===== config.mk =====
export PLATFORM = sky130hd
export DESIGN_NAME = axi_rd_reg_slice
export DESIGN_NICKNAME = d
export VERILOG_FILES = /design/src/rtl/axi_rd_reg_slice_pkg.sv /design/src/rtl/axi_skid_buf.sv /design/src/rtl/axi_rd_reg_slice.sv
export SDC_FILE = /design/constraint.sdc
export NUM_CORES = 1
export LEC_CHECK = 0
export ABC_AREA = 1
export BUFFER_PORTS_ARGS = -buffer_cell sky130_fd_sc_hd__buf_2
export CAP_MARGIN = 5
export CORE_MARGIN = 5
export CORE_UTILIZATION = 56
export CTS_BUF_LIST = sky130_fd_sc_hd__clkbuf_8
export DETAILED_ROUTE_END_ITERATION = 8
export PLACE_DENSITY = 0.8
export RECOVER_POWER = 25
export SLEW_MARGIN = 10
export SYNTH_ARGS = -nofsm -noshare
export SYNTH_HDL_FRONTEND = slang
export SYNTH_SLANG_ARGS = --single-unit

===== constraint.sdc =====
create_clock -name clk -period 1.6 [get_ports clk]
set_input_delay 0.32 -clock clk [delete_from_list [all_inputs] [get_ports clk]]
set_output_delay 0.32 -clock clk [all_outputs]
set_load 0.1 [all_outputs]

===== src/rtl/axi_rd_reg_slice_pkg.sv =====
// Shared widths and slice state encodings for the AXI read-path register slice.
package axi_rd_reg_slice_pkg;

    localparam int AXI_ID_WIDTH    = 4;
    localparam int AXI_ADDR_WIDTH  = 32;
    localparam int AXI_LEN_WIDTH   = 8;
    localparam int AXI_SIZE_WIDTH  = 3;
    localparam int AXI_BURST_WIDTH = 2;
    localparam int AXI_DATA_WIDTH  = 32;
    localparam int AXI_RESP_WIDTH  = 2;

    localparam int AR_PAYLOAD_W = AXI_ID_WIDTH + AXI_ADDR_WIDTH
                                + AXI_LEN_WIDTH + AXI_SIZE_WIDTH
                                + AXI_BURST_WIDTH;
    localparam int R_PAYLOAD_W  = AXI_DATA_WIDTH + AXI_RESP_WIDTH + 1;

    // Bit 0 set means the main register holds a valid beat.
    typedef enum logic [1:0] {
        SLICE_EMPTY = 2'b00,
        SLICE_ONE   = 2'b01,
        SLICE_FULL  = 2'b11
    } slice_state_e;

endpackage


===== src/rtl/axi_skid_buf.sv =====
// Two-entry skid buffer with registered valid, ready and payload.
module axi_skid_buf
    import axi_rd_reg_slice_pkg::*;
#(
    parameter int W  = 8,
    parameter bit EN = 1'b1
) (
    input  logic         clk,
    input  logic         rst_n,
    input  logic         in_valid,
    output logic         in_ready,
    input  logic [W-1:0] in_data,
    output logic         out_valid,
    input  logic         out_ready,
    output logic [W-1:0] out_data
);

    generate
        if (EN) begin : g_reg
            slice_state_e state_q, state_d;
            logic [W-1:0] main_q, main_d;
            logic [W-1:0] skid_q, skid_d;
            logic         in_ready_q, in_ready_d;
            logic         in_hs, out_hs;

            always_comb begin
                state_d = state_q;
                main_d  = main_q;
                skid_d  = skid_q;
                in_hs   = in_valid & in_ready_q;
                out_hs  = state_q[0] & out_ready;
                unique case (state_q)
                    SLICE_EMPTY: begin
                        if (in_hs) begin
                            state_d = SLICE_ONE;
                            main_d  = in_data;
                        end
                    end
                    SLICE_ONE: begin
                        if (in_hs && out_hs) begin
                            main_d = in_data;
                        end else if (in_hs) begin
                            state_d = SLICE_FULL;
                            skid_d  = in_data;
                        end else if (out_hs) begin
                            state_d = SLICE_EMPTY;
                        end
                    end
                    SLICE_FULL: begin
                        if (out_hs) begin
                            state_d = SLICE_ONE;
                            main_d  = skid_q;
                        end
                    end
                    default: state_d = SLICE_EMPTY;
                endcase
                in_ready_d = (state_d != SLICE_FULL);
            end

            always_ff @(posedge clk or negedge rst_n) begin
                if (!rst_n) begin
                    state_q    <= SLICE_EMPTY;
                    main_q     <= '0;
                    skid_q     <= '0;
                    in_ready_q <= 1'b0;
                end else begin
                    state_q    <= state_d;
                    main_q     <= main_d;
                    skid_q     <= skid_d;
                    in_ready_q <= in_ready_d;
                end
            end

            assign in_ready  = in_ready_q;
            assign out_valid = state_q[0];
            assign out_data  = main_q;
        end else begin : g_pass
            logic unused_clk_rst;
            assign unused_clk_rst = clk & rst_n;
            assign in_ready  = out_ready;
            assign out_valid = in_valid;
            assign out_data  = in_data;
        end
    endgenerate

endmodule


===== src/rtl/axi_rd_reg_slice.sv =====
// AXI read-path register slice: independent AR and R skid buffers.
module axi_rd_reg_slice
    import axi_rd_reg_slice_pkg::*;
#(
    parameter bit AR_SLICE_EN = 1'b1,
    parameter bit R_SLICE_EN  = 1'b1
) (
    input  logic                       clk,
    input  logic                       rst_n,
    input  logic [AXI_ID_WIDTH-1:0]    s_arid,
    input  logic [AXI_ADDR_WIDTH-1:0]  s_araddr,
    input  logic [AXI_LEN_WIDTH-1:0]   s_arlen,
    input  logic [AXI_SIZE_WIDTH-1:0]  s_arsize,
    input  logic [AXI_BURST_WIDTH-1:0] s_arburst,
    input  logic                       s_arvalid,
    output logic                       s_arready,
    output logic [AXI_DATA_WIDTH-1:0]  s_rdata,
    output logic [AXI_RESP_WIDTH-1:0]  s_rresp,
    output logic                       s_rlast,
    output logic                       s_rvalid,
    input  logic                       s_rready,
    output logic [AXI_ID_WIDTH-1:0]    m_arid,
    output logic [AXI_ADDR_WIDTH-1:0]  m_araddr,
    output logic [AXI_LEN_WIDTH-1:0]   m_arlen,
    output logic [AXI_SIZE_WIDTH-1:0]  m_arsize,
    output logic [AXI_BURST_WIDTH-1:0] m_arburst,
    output logic                       m_arvalid,
    input  logic                       m_arready,
    input  logic [AXI_DATA_WIDTH-1:0]  m_rdata,
    input  logic [AXI_RESP_WIDTH-1:0]  m_rresp,
    input  logic                       m_rlast,
    input  logic                       m_rvalid,
    output logic                       m_rready
);

    logic [AR_PAYLOAD_W-1:0] ar_in, ar_out;
    logic [R_PAYLOAD_W-1:0]  r_in, r_out;

    assign ar_in = {s_arid, s_araddr, s_arlen, s_arsize, s_arburst};
    assign {m_arid, m_araddr, m_arlen, m_arsize, m_arburst} = ar_out;

    assign r_in = {m_rdata, m_rresp, m_rlast};
    assign {s_rdata, s_rresp, s_rlast} = r_out;

    axi_skid_buf #(
        .W  (AR_PAYLOAD_W),
        .EN (AR_SLICE_EN)
    ) u_ar (
        .clk       (clk),
        .rst_n     (rst_n),
        .in_valid  (s_arvalid),
        .in_ready  (s_arready),
        .in_data   (ar_in),
        .out_valid (m_arvalid),
        .out_ready (m_arready),
        .out_data  (ar_out)
    );

    axi_skid_buf #(
        .W  (R_PAYLOAD_W),
        .EN (R_SLICE_EN)
    ) u_r (
        .clk       (clk),
        .rst_n     (rst_n),
        .in_valid  (m_rvalid),
        .in_ready  (m_rready),
        .in_data   (r_in),
        .out_valid (s_rvalid),
        .out_ready (s_rready),
        .out_data  (r_out)
    );

endmodule


After elaboration in Yosys (flattened, before gate mapping)
Index checks and enable logic that the tools add are counted.
Widths: inputs -> output; s select.
{ "totals": {"word_cells": 56, "out_inout_bits": 88, "input_bits": 90, "register_bits": 174} }
{ "op_classes": {"reduce_logical": 10, "n_eq_ne": 12, "bitwise": 6, "mux": 20} }
{ "ops": {"columns": ["cell", "count"], "rows": [
  ["$mux 49", 3],
  ["$pmux 49 s3", 1],
  ["$mux 35", 3],
  ["$pmux 35 s3", 1],
  ["$mux 2", 10],
  ["$ne 2x1->1 const B", 6],
  ["$pmux 2 s3", 2],
  ["$reduce_and 4->1", 2],
  ["$reduce_and 3->1", 2],
  ["$reduce_bool 3->1", 2],
  ["$and 1x1->1", 4],
  ["$eq 2x1->1 const B", 2],
  ["$eq 2x2->1 const B", 2],
  ["$logic_not 2->1", 2],
  ["$ne 2x2->1 const B", 2],
  ["$logic_and 1x1->1", 2],
  ["$not 1->1", 2]
]} }

Depth between registers and ports, before layout
Gate-level depths: netlist (run 1).
{ "depth": {"depth_word": 6, "ltp_mapped": 9, "ltp_nobuf": 6} }

Hierarchy
From an unflattened synthesis (run 1), not the netlist that was laid out.
{ "unflattened": {"cells_unflattened": 972, "hier_area_um2": 7863.8} }
{ "modules_own_cells": {"columns": ["module", "seq_area_each_um2", "area_each_um2", "n_inst", "cells_each"], "rows": [
  ["axi_skid_buf (u_ar)", 2527.4, 4518.1, 1, 562],
  ["axi_skid_buf (u_r)", 1826.8, 3345.7, 1, 410]
]} }

Worst setup path after synthesis (run 1)
OpenSTA, ideal clock, no wires.
{ "synth_path": {"path_kind": "flip-flop to flip-flop", "startpoint": "register u_ar.g_reg.state_q[0]", "endpoint": "register u_ar.g_reg.skid_q[28]", "arrival_time_ps": 1826, "slack_ps": -356, "path_stages_with_launch": 9, "synth_period_minus_slack_ps": 1956, "t_required_ps": 1470, "setup_time_ps": 130, "path_buffers": 3, "path_cell_list": "dfrtp_1 > buf_4 > inv_2 > nor2_4 > nand3_2 > buf_4 > buf_6 > nand2_1 > o21ai_1"} }
{ "synth_between": {"elab_chain_cells": 4, "elab_cells_between_ends": 5, "classes_between": "eq/ne: 1; bitwise: 2; reduce/logical: 2"} }
{ "synth_rtl": {"columns": ["item", "line_no", "rtl"], "rows": [
  ["start: declaration", "axi_skid_buf.sv:20", "slice_state_e state_q, state_d;"],
  ["start signal: assignment", "axi_skid_buf.sv:67", "state_q <= state_d;"],
  ["$and 1x1->1", "axi_skid_buf.sv:31", "out_hs = state_q[0] & out_ready;"],
  ["$logic_and 1x1->1", "axi_skid_buf.sv:40", "if (in_hs && out_hs) begin"],
  ["$not 1->1 (no line)", null, null],
  ["$reduce_and 3->1 (no line) (*)", null, null],
  ["end signal: assignment", "axi_skid_buf.sv:69", "skid_q <= skid_d;"],
  ["end: declaration", "axi_skid_buf.sv:22", "logic [W-1:0] skid_q, skid_d;"]
]} }
Mark *: on every way between the ends. The rest lies on a longest branch, timed or not.
A chain may end at the register's enable or synchronous reset.

Worst setup path after layout (run 1)
{ "layout_path": {"startpoint": "register u_ar.g_reg.state_q[0]", "endpoint": "output port m_arvalid"} }
{ "layout_lines": {"columns": ["item", "line_no", "rtl"], "rows": [
  ["end: declaration", "axi_rd_reg_slice.sv:27", "output logic m_arvalid,"]
]} }
No word-level cell between the ends.

==> impl_metrics.env, run 1 <==
export IMPL_power_density_nw_per_um2=2060
export IMPL_p_total_mw=20.6
export IMPL_multi_input_area_sq_um=2980
export IMPL_die_h_um=130
export IMPL_wl_per_cell_um=15.0
export IMPL_end_kind="primary output"
export IMPL_final_layout_size_suffix_gt1_share_pct=22.4
export IMPL_reg2reg_from="u_r.g_reg.state_q[0]"
export IMPL_synth_simple_area_share_pct=31.4
export IMPL_synth_top_family_by_area="simple AND/OR/NAND/NOR gates"
export IMPL_instances_no_fill=1390
export IMPL_syn_to_final_growth_pct=23.9
export IMPL_synthTopCellsByCount="422 x nand2_1, 174 x dfrtp_1, 171 x nand3_1"
export IMPL_regArea_sq_um=4370
export IMPL_cts_buffer_depth=2
export IMPL_die_x_um=130
export IMPL_r2r_cells=6
export IMPL_holdPathEnd="u_ar.g_reg.skid_q[36]"
export IMPL_initial_core_util_pct=57.7
export IMPL_num_fill_cells=1108
export IMPL_hold_viol=0
export IMPL_clkLatencyLatePin_ns=0.47
export IMPL_r2r_end="u_r.out_data[8]"
export IMPL_gp_congestion=0.859
export IMPL_grt_max_degree=69
export IMPL_vdd_drop_max_mv=1.17
export IMPL_drtPass1Iterations=5
export IMPL_std_cell_rows=43
export IMPL_synth_cell_types=18
export IMPL_io_buffer_count=177
export IMPL_grt_setup_unrepaired="true"
export IMPL_synthFlopType="dfrtp_1"
export IMPL_avgSynthCellArea_sq_um=7.85
export IMPL_clock_skew_ns=0.0128
export IMPL_synth_compound_area_share_pct=5.33
export IMPL_synth_seq_area_share_pct=54.0
export IMPL_cap_violations=0
export IMPL_num_nets_final=1285
export IMPL_globalRouteTotalUtil_pct=25.5
export IMPL_finalMaxSlewViolations=0
export IMPL_hp_class="in -> reg"
export IMPL_drt_wl_total_mm=20.8
export IMPL_synthXorXnorAreaFrac_pct=0
export IMPL_ys_top_cells_by_area="dfrtp_1 54%, nand2_1 20%, nand3_1 11%"
export IMPL_ant_nets=0
export IMPL_num_vias=7285
export IMPL_final_util_pct=71.5
export IMPL_synth_area_mux_share_pct=0
export IMPL_clk_pin_slew_ns=0.09
export IMPL_fin_crit_ns=1.59
export IMPL_h_tree_depth=4
export IMPL_slowest_stage="dfrtp_4"
export IMPL_crit_top_cell="buf_12"
export IMPL_fmax_mhz=628
export IMPL_via_per_inst=5.24
export IMPL_leakage_nw=5.71
export IMPL_synth_seq_cells=174
export IMPL_hp_start="s_araddr[23]"
export IMPL_yosys_warnings=0
export IMPL_critical_path_required_ns=1.28
export IMPL_clkSinkCount=174
export IMPL_antenna_found_initial=2
export IMPL_drc=0
export IMPL_reg2reg_setup_slack_ns=0.12
export IMPL_core_sq_um=14000
export IMPL_start_kind="flip-flop"
export IMPL_netlist_area_sq_um=8070
export IMPL_synth_adder_area_share_pct=0
export IMPL_slowest_delay_ns=0.51
export IMPL_hold_path_depth=3
export IMPL_crit_type="reg -> out"
export IMPL_grt_pass1_wl_mm=34.2
export IMPL_dp_hpwl_mm=13.7
export IMPL_place_inst=1347
export IMPL_syn_nets=1118
export IMPL_clockRootBuffer="clkbuf_8"
export IMPL_fin_crit_sh_pct=99.5
export IMPL_report_final_setup_viol=0
export IMPL_crit_fanout=3
export IMPL_synth_edf_count=0
export IMPL_io_pin_count=178
export IMPL_grt_overflow=0
export IMPL_tightest_slew_ns=0.631
export IMPL_cts_tree="yes"
export IMPL_synthDominantCellAreaShare_pct=54.0
export IMPL_syn_inst=1028
export IMPL_yosysMostFrequentCell="nand2_1"
export IMPL_path_cells="buf_12, buf_12"
export IMPL_grt_pass1_vias=7010
export IMPL_synthArstFlopShare_pct=100
export IMPL_synth_top_cell_by_area="dfrtp_1"
export IMPL_first_iter_violations=556
export IMPL_relSlewSlack_pct=58.0
export IMPL_cts_buffers=17
export IMPL_dieArea_sq_um=16900
export IMPL_arrival_ns=1.27
export IMPL_status="finished, final reports clean"
-- flip-flops by register name (all words and copies together), names as in the netlist --
signal	count
u_r.g_reg.skid_q	35
u_ar.g_reg.state_q	2
u_ar.in_ready	1
u_r.g_reg.state_q	2
u_r.out_data	35
u_ar.out_data	49
u_ar.g_reg.skid_q	49
u_r.in_ready	1
-- stage by stage --
stage               hold WS, ns  setup TNS, ns  area [sq um]  setup WS [ns]
CTS                      0.0709        -0.0330          9890        -0.0191
finish                   0.0879              0         10000        0.00771
global placement          0.173              0          9140          0.163
floorplan                0.0244              0          8080         0.0266
detailed placement        0.174              0          9140          0.128
global route             0.0606        -0.0846         10000        -0.0452
-- layer usage --
metal | track usage, % | share of wire, % | vias to the layer above
met2 | 40.2 | 48 | 288
li1 | - | - | 3554
met1 | 33.5 | 41 | 3398
met4 | 10.5 | 2.7 | 2
met5 | 0 | 0.038 | -
met3 | 7.00 | 8.0 | 43
-- worst max path at each step --
stage / startpoint / slack (ns) / to
after CTS: u_r.g_reg.state_q[0] / -0.02 / s_rvalid
final: u_ar.g_reg.state_q[0] / 0.008 / m_arvalid
after global routing: u_ar.g_reg.state_q[0] / -0.05 / m_arvalid
after detailed placement: u_r.g_reg.state_q[1] / 0.13 / u_r.out_data[11]
after global placement: u_r.g_reg.state_q[1] / 0.16 / u_r.out_data[8]
after floorplan: u_ar.g_reg.state_q[0] / 0.03 / u_ar.g_reg.skid_q[28]
-- power breakdown --
| part | switching, mW | internal (mW) |
|---|---|---|
| clock network | 1.63 | 2.05 |
| logic | 7.93 | 2.16 |
| registers | 0.902 | 5.93 |
| total | 10.5 | 10.1 |
-- layout by cell type (no fill, tap or decap), drive strengths merged --
cell type,synthesis,layout
bufinv,0,6
clkbuf,23,64
diode,0,2
dlygate4sd3,0,1
o21ai,84,84
bufbuf,0,2
clkinv,1,4
dfrtp,174,174
nand3,174,174
nor2,2,2
a21oi,2,2
clkinvlp,0,5
buf,47,169
nand2,428,428
inv,93,93
-- worst max-delay path, delay by kind of cell, from the launching register on --
| family | cells | cell delay, ns |
|---|---|---|
| buffers and inverters | 2 | 0.29 |
| DFF | 1 | 0.51 |
-- area by class of cell --
| class | count | area share, % |
|---|---|---|
| flip-flops and latches | 174 | 43.7 |
| multi-input cells | 690 | 29.8 |
| clock inverters | 14 | 2.40 |
| clock buffers | 18 | 2.48 |
| repair buffers | 218 | 15.8 |
| diodes | 2 | 0.0501 |
| inverters | 94 | 3.57 |
| well taps | 180 | 2.25 |
-- repair_timing --
| item | in CTS | in global routing |
|---|---|---|
| setup buffers | 6 | 0 |
| resized for setup | 49 | 50 |
| cloned | 2 | 0 |
| endpoints found under the setup margin | 43 | 102 |
| hold endpoints to repair | 174 | 0 |
| hold buffers | 1 | 0 |
-- cells by family after synthesis --
family          Yosys count
simple gates            604
buf+inv                 164
compound gates           86
flops                   174
No activity file was read; power rests on OpenSTA's default activity.
==> inputs of run 2 (changes only) <==
--- a/config.mk
+++ b/config.mk
@@ -8,8 +8,10 @@
 export ABC_AREA = 1
 export BUFFER_PORTS_ARGS = -buffer_cell sky130_fd_sc_hd__buf_2
 export CAP_MARGIN = 5
+export CELL_PAD_IN_SITES_DETAIL_PLACEMENT = 1
+export CELL_PAD_IN_SITES_GLOBAL_PLACEMENT = 1
 export CORE_MARGIN = 5
-export CORE_UTILIZATION = 56
+export CORE_UTILIZATION = 41
 export CTS_BUF_LIST = sky130_fd_sc_hd__clkbuf_8
 export DETAILED_ROUTE_END_ITERATION = 8
 export PLACE_DENSITY = 0.8
==> run 2 against run 1 <==
Compared with the run above:
- sequential power about the same
- global-route usage decreased by 3.8 points
- final area increased by 0.61%
- non-clock buffer count decreased by 5
- combinational power about the same
- critical path type unchanged
- final cell count increased by 5.6%
- total power decreased by 1.5%
- flip-flop and latch count unchanged
- largest power group unchanged
- via count about the same
- die area increased by 34%
- worst setup slack improved by 0.012 ns
==> impl_metrics.env, run 2 (synthesis gave the netlist of run 1 again) <==
export IMPL_place_inst=1427
export IMPL_grt_pass1_vias=7668
export IMPL_swShare_pct=52.1
export IMPL_clockRootBuffer="clkbuf_8"
export IMPL_status="finished, final reports clean"
export IMPL_hp_start="s_araddr[24]"
export IMPL_cts_buffers=17
export IMPL_grt_max_degree=71
export IMPL_end_kind="primary output"
export IMPL_place_ws_ns=0.0806
export IMPL_crit_buf_inv=2
export IMPL_hold_viol=0
export IMPL_finalMaxSlewViolations=0
export IMPL_num_nets_final=1280
export IMPL_syn_to_final_growth_pct=24.7
export IMPL_cap_violations=0
export IMPL_fin_crit_ns=1.58
export IMPL_r2r_cells=7
export IMPL_grt_pass1_wl_mm=39.1
export IMPL_use_met1_pct=27.8
export IMPL_wl_per_cell_um=16.3
export IMPL_antenna_found_initial=5
export IMPL_arrival_ns=1.26
export IMPL_instances_no_fill=1468
export IMPL_placed_area_sq_um=9310
export IMPL_drc=0
export IMPL_final_area_sq_um=10100
export IMPL_power_frac_seq_pct=33.7
export IMPL_reg2reg_from="u_ar.g_reg.state_q[0]"
export IMPL_leakage_nw=5.68
export IMPL_gp_congestion=0.786
export IMPL_fmax_mhz=633
export IMPL_first_iter_violations=240
export IMPL_postLayoutSetupSlackWorst_ns=0.0194
export IMPL_io_buffer_count=177
export IMPL_grt_busiest_layer="met2"
export IMPL_grt_met2_usage_pct=36.7
export IMPL_io_pin_count=178
export IMPL_path_cells="buf_12, buf_16"
export IMPL_critical_path_required_ns=1.28
export IMPL_crit_type="reg -> out"
export IMPL_hp_class="in -> reg"
export IMPL_num_fill_cells=2438
export IMPL_vdd_drop_max_mv=1.34
export IMPL_num_vias=7287
export IMPL_ant_nets=0
export IMPL_grtUsageMet3_pct=4.79
export IMPL_worst_hold_slack_ns=0.101
export IMPL_via_per_inst=4.96
export IMPL_relSlewSlack_pct=40.7
export IMPL_clkPwrFrac_pct=16.2
export IMPL_grt_overflow=0
export IMPL_crit_fanout=3
export IMPL_cts_tree="yes"
export IMPL_die_x_um=150
export IMPL_reg2reg_setup_slack_ns=0.08
export IMPL_initial_core_util_pct=41.6
export IMPL_holdPathEnd="u_ar.g_reg.skid_q[37]"
export IMPL_h_tree_depth=4
export IMPL_clock_skew_ns=0.0133
export IMPL_grt_setup_unrepaired="true"
export IMPL_hold_path_depth=3
export IMPL_slowest_stage="dfrtp_4"
export IMPL_start_kind="flip-flop"
export IMPL_clkLatencyLatePin_ns=0.46
export IMPL_core_sq_um=19400
export IMPL_drtPass1Iterations=4
export IMPL_pwr_share_comb_pct=50.1
export IMPL_die_h_um=150
export IMPL_final_layout_size_suffix_gt1_share_pct=22.0
export IMPL_cts_buffer_depth=2
export IMPL_globalRouteTotalUtil_pct=21.7
export IMPL_tightest_slew_ns=0.890
export IMPL_layout_commonest_cell="nand2_1"
export IMPL_dieArea_sq_um=22600
export IMPL_std_cell_rows=51
export IMPL_slowest_delay_ns=0.51
export IMPL_clkSinkCount=174
export IMPL_power_density_nw_per_um2=2020
export IMPL_crit_family="flip-flops"
export IMPL_drt_wl_total_mm=23.9
export IMPL_dp_hpwl_mm=16.2
export IMPL_p_int_mw=9.72
export IMPL_p_switching_mw=10.6
export IMPL_r2r_end="u_ar.out_data[1]"
export IMPL_p_total_mw=20.3
export IMPL_fin_crit_sh_pct=98.8
export IMPL_setup_tns_ns=0
export IMPL_clk_pin_slew_ns=0.10
export IMPL_final_util_pct=51.9
export IMPL_report_final_setup_viol=0
export IMPL_final_cell_mix="422 x nand2_1, 171 x nand3_1, 169 x dfrtp_1"
-- run 2: cell count changes in the layout (fill, tap and decap cells not counted), sizes merged --
| cell | previous run | this run |
|---|---|---|
| clkinvlp | 5 | 4 |
| buf | 169 | 162 |
| clkbuf | 64 | 68 |
| bufinv | 6 | 3 |
| inv | 93 | 95 |
| bufbuf | 2 | 1 |
| diode | 2 | 1 |
-- run 2: area by class of cell --
cell class / count / area, sq um / share of cell area [%]
sequential: 174 / 4370 / 43.4
multi-input combinational: 690 / 2980 / 29.6
timing repair buffer: 213 / 1600 / 15.9
inverter: 94 / 354 / 3.52
tap: 265 / 332 / 3.30
antenna: 1 / 2.50 / 0.0249
clock inverter: 12 / 160 / 1.59
clock buffer: 19 / 262 / 2.60
-- run 2: worst reg2reg max path, cell delays in order (launching register included) --
cell and delay (ns):
dfrtp_4 0.51, buf_4 0.20, nand2_2 0.14, nand2_4 0.14, nand2_2 0.15, buf_12 0.18
nand2_1 0.08, nand2_1 0.06
-- run 2: power groups by stage --
stage / combinational (mW) / clock (mW) / sequential [mW]
finish: 10.2 / 3.28 / 6.84
floorplan: 2.22 / 0 / 12.3
detailed placement: 9.65 / 0 / 6.92
CTS: 10.0 / 3.36 / 6.82
global route: 10.7 / 3.57 / 7.04
global placement: 9.46 / 0 / 6.88
-- run 2: how the worst max path moves through the flow --
| stage | endpoint | slack (ns) | cells after the start | startpoint |
|---|---|---|---|---|
| floorplan | u_ar.g_reg.skid_q[28] | 0.03 | 8 | u_ar.g_reg.state_q[0] |
| global placement | u_r.out_data[10] | 0.13 | 6 | u_r.g_reg.state_q[0] |
| detailed placement | u_r.out_data[17] | 0.08 | 6 | u_r.g_reg.state_q[0] |
| CTS | s_rvalid | -0.03 | 2 | u_r.g_reg.state_q[0] |
| global route | m_arvalid | -0.03 | 2 | u_ar.g_reg.state_q[0] |
| finish | m_arvalid | 0.02 | 2 | u_ar.g_reg.state_q[0] |
-- run 2: per-layer routing --
metal | part of all wire (%) | vias up | routed length [um]
li1 | - | 3539 | -
met3 | 4.8 | 35 | 1140
met1 | 43 | 3537 | 10400
met5 | 0.20 | - | 48
met2 | 50 | 168 | 11900
met4 | 2.0 | 8 | 469
-- run 2: timing repair --
| item | in CTS | in global routing |
|---|---|---|
| endpoints found under the hold margin | 24 | 0 |
| hold buffers | 1 | 0 |
| endpoints found under the setup margin | 37 | 110 |
| setup buffers | 5 | 2 |
| gates cloned | 1 | 0 |
| resized for setup | 40 | 54 |
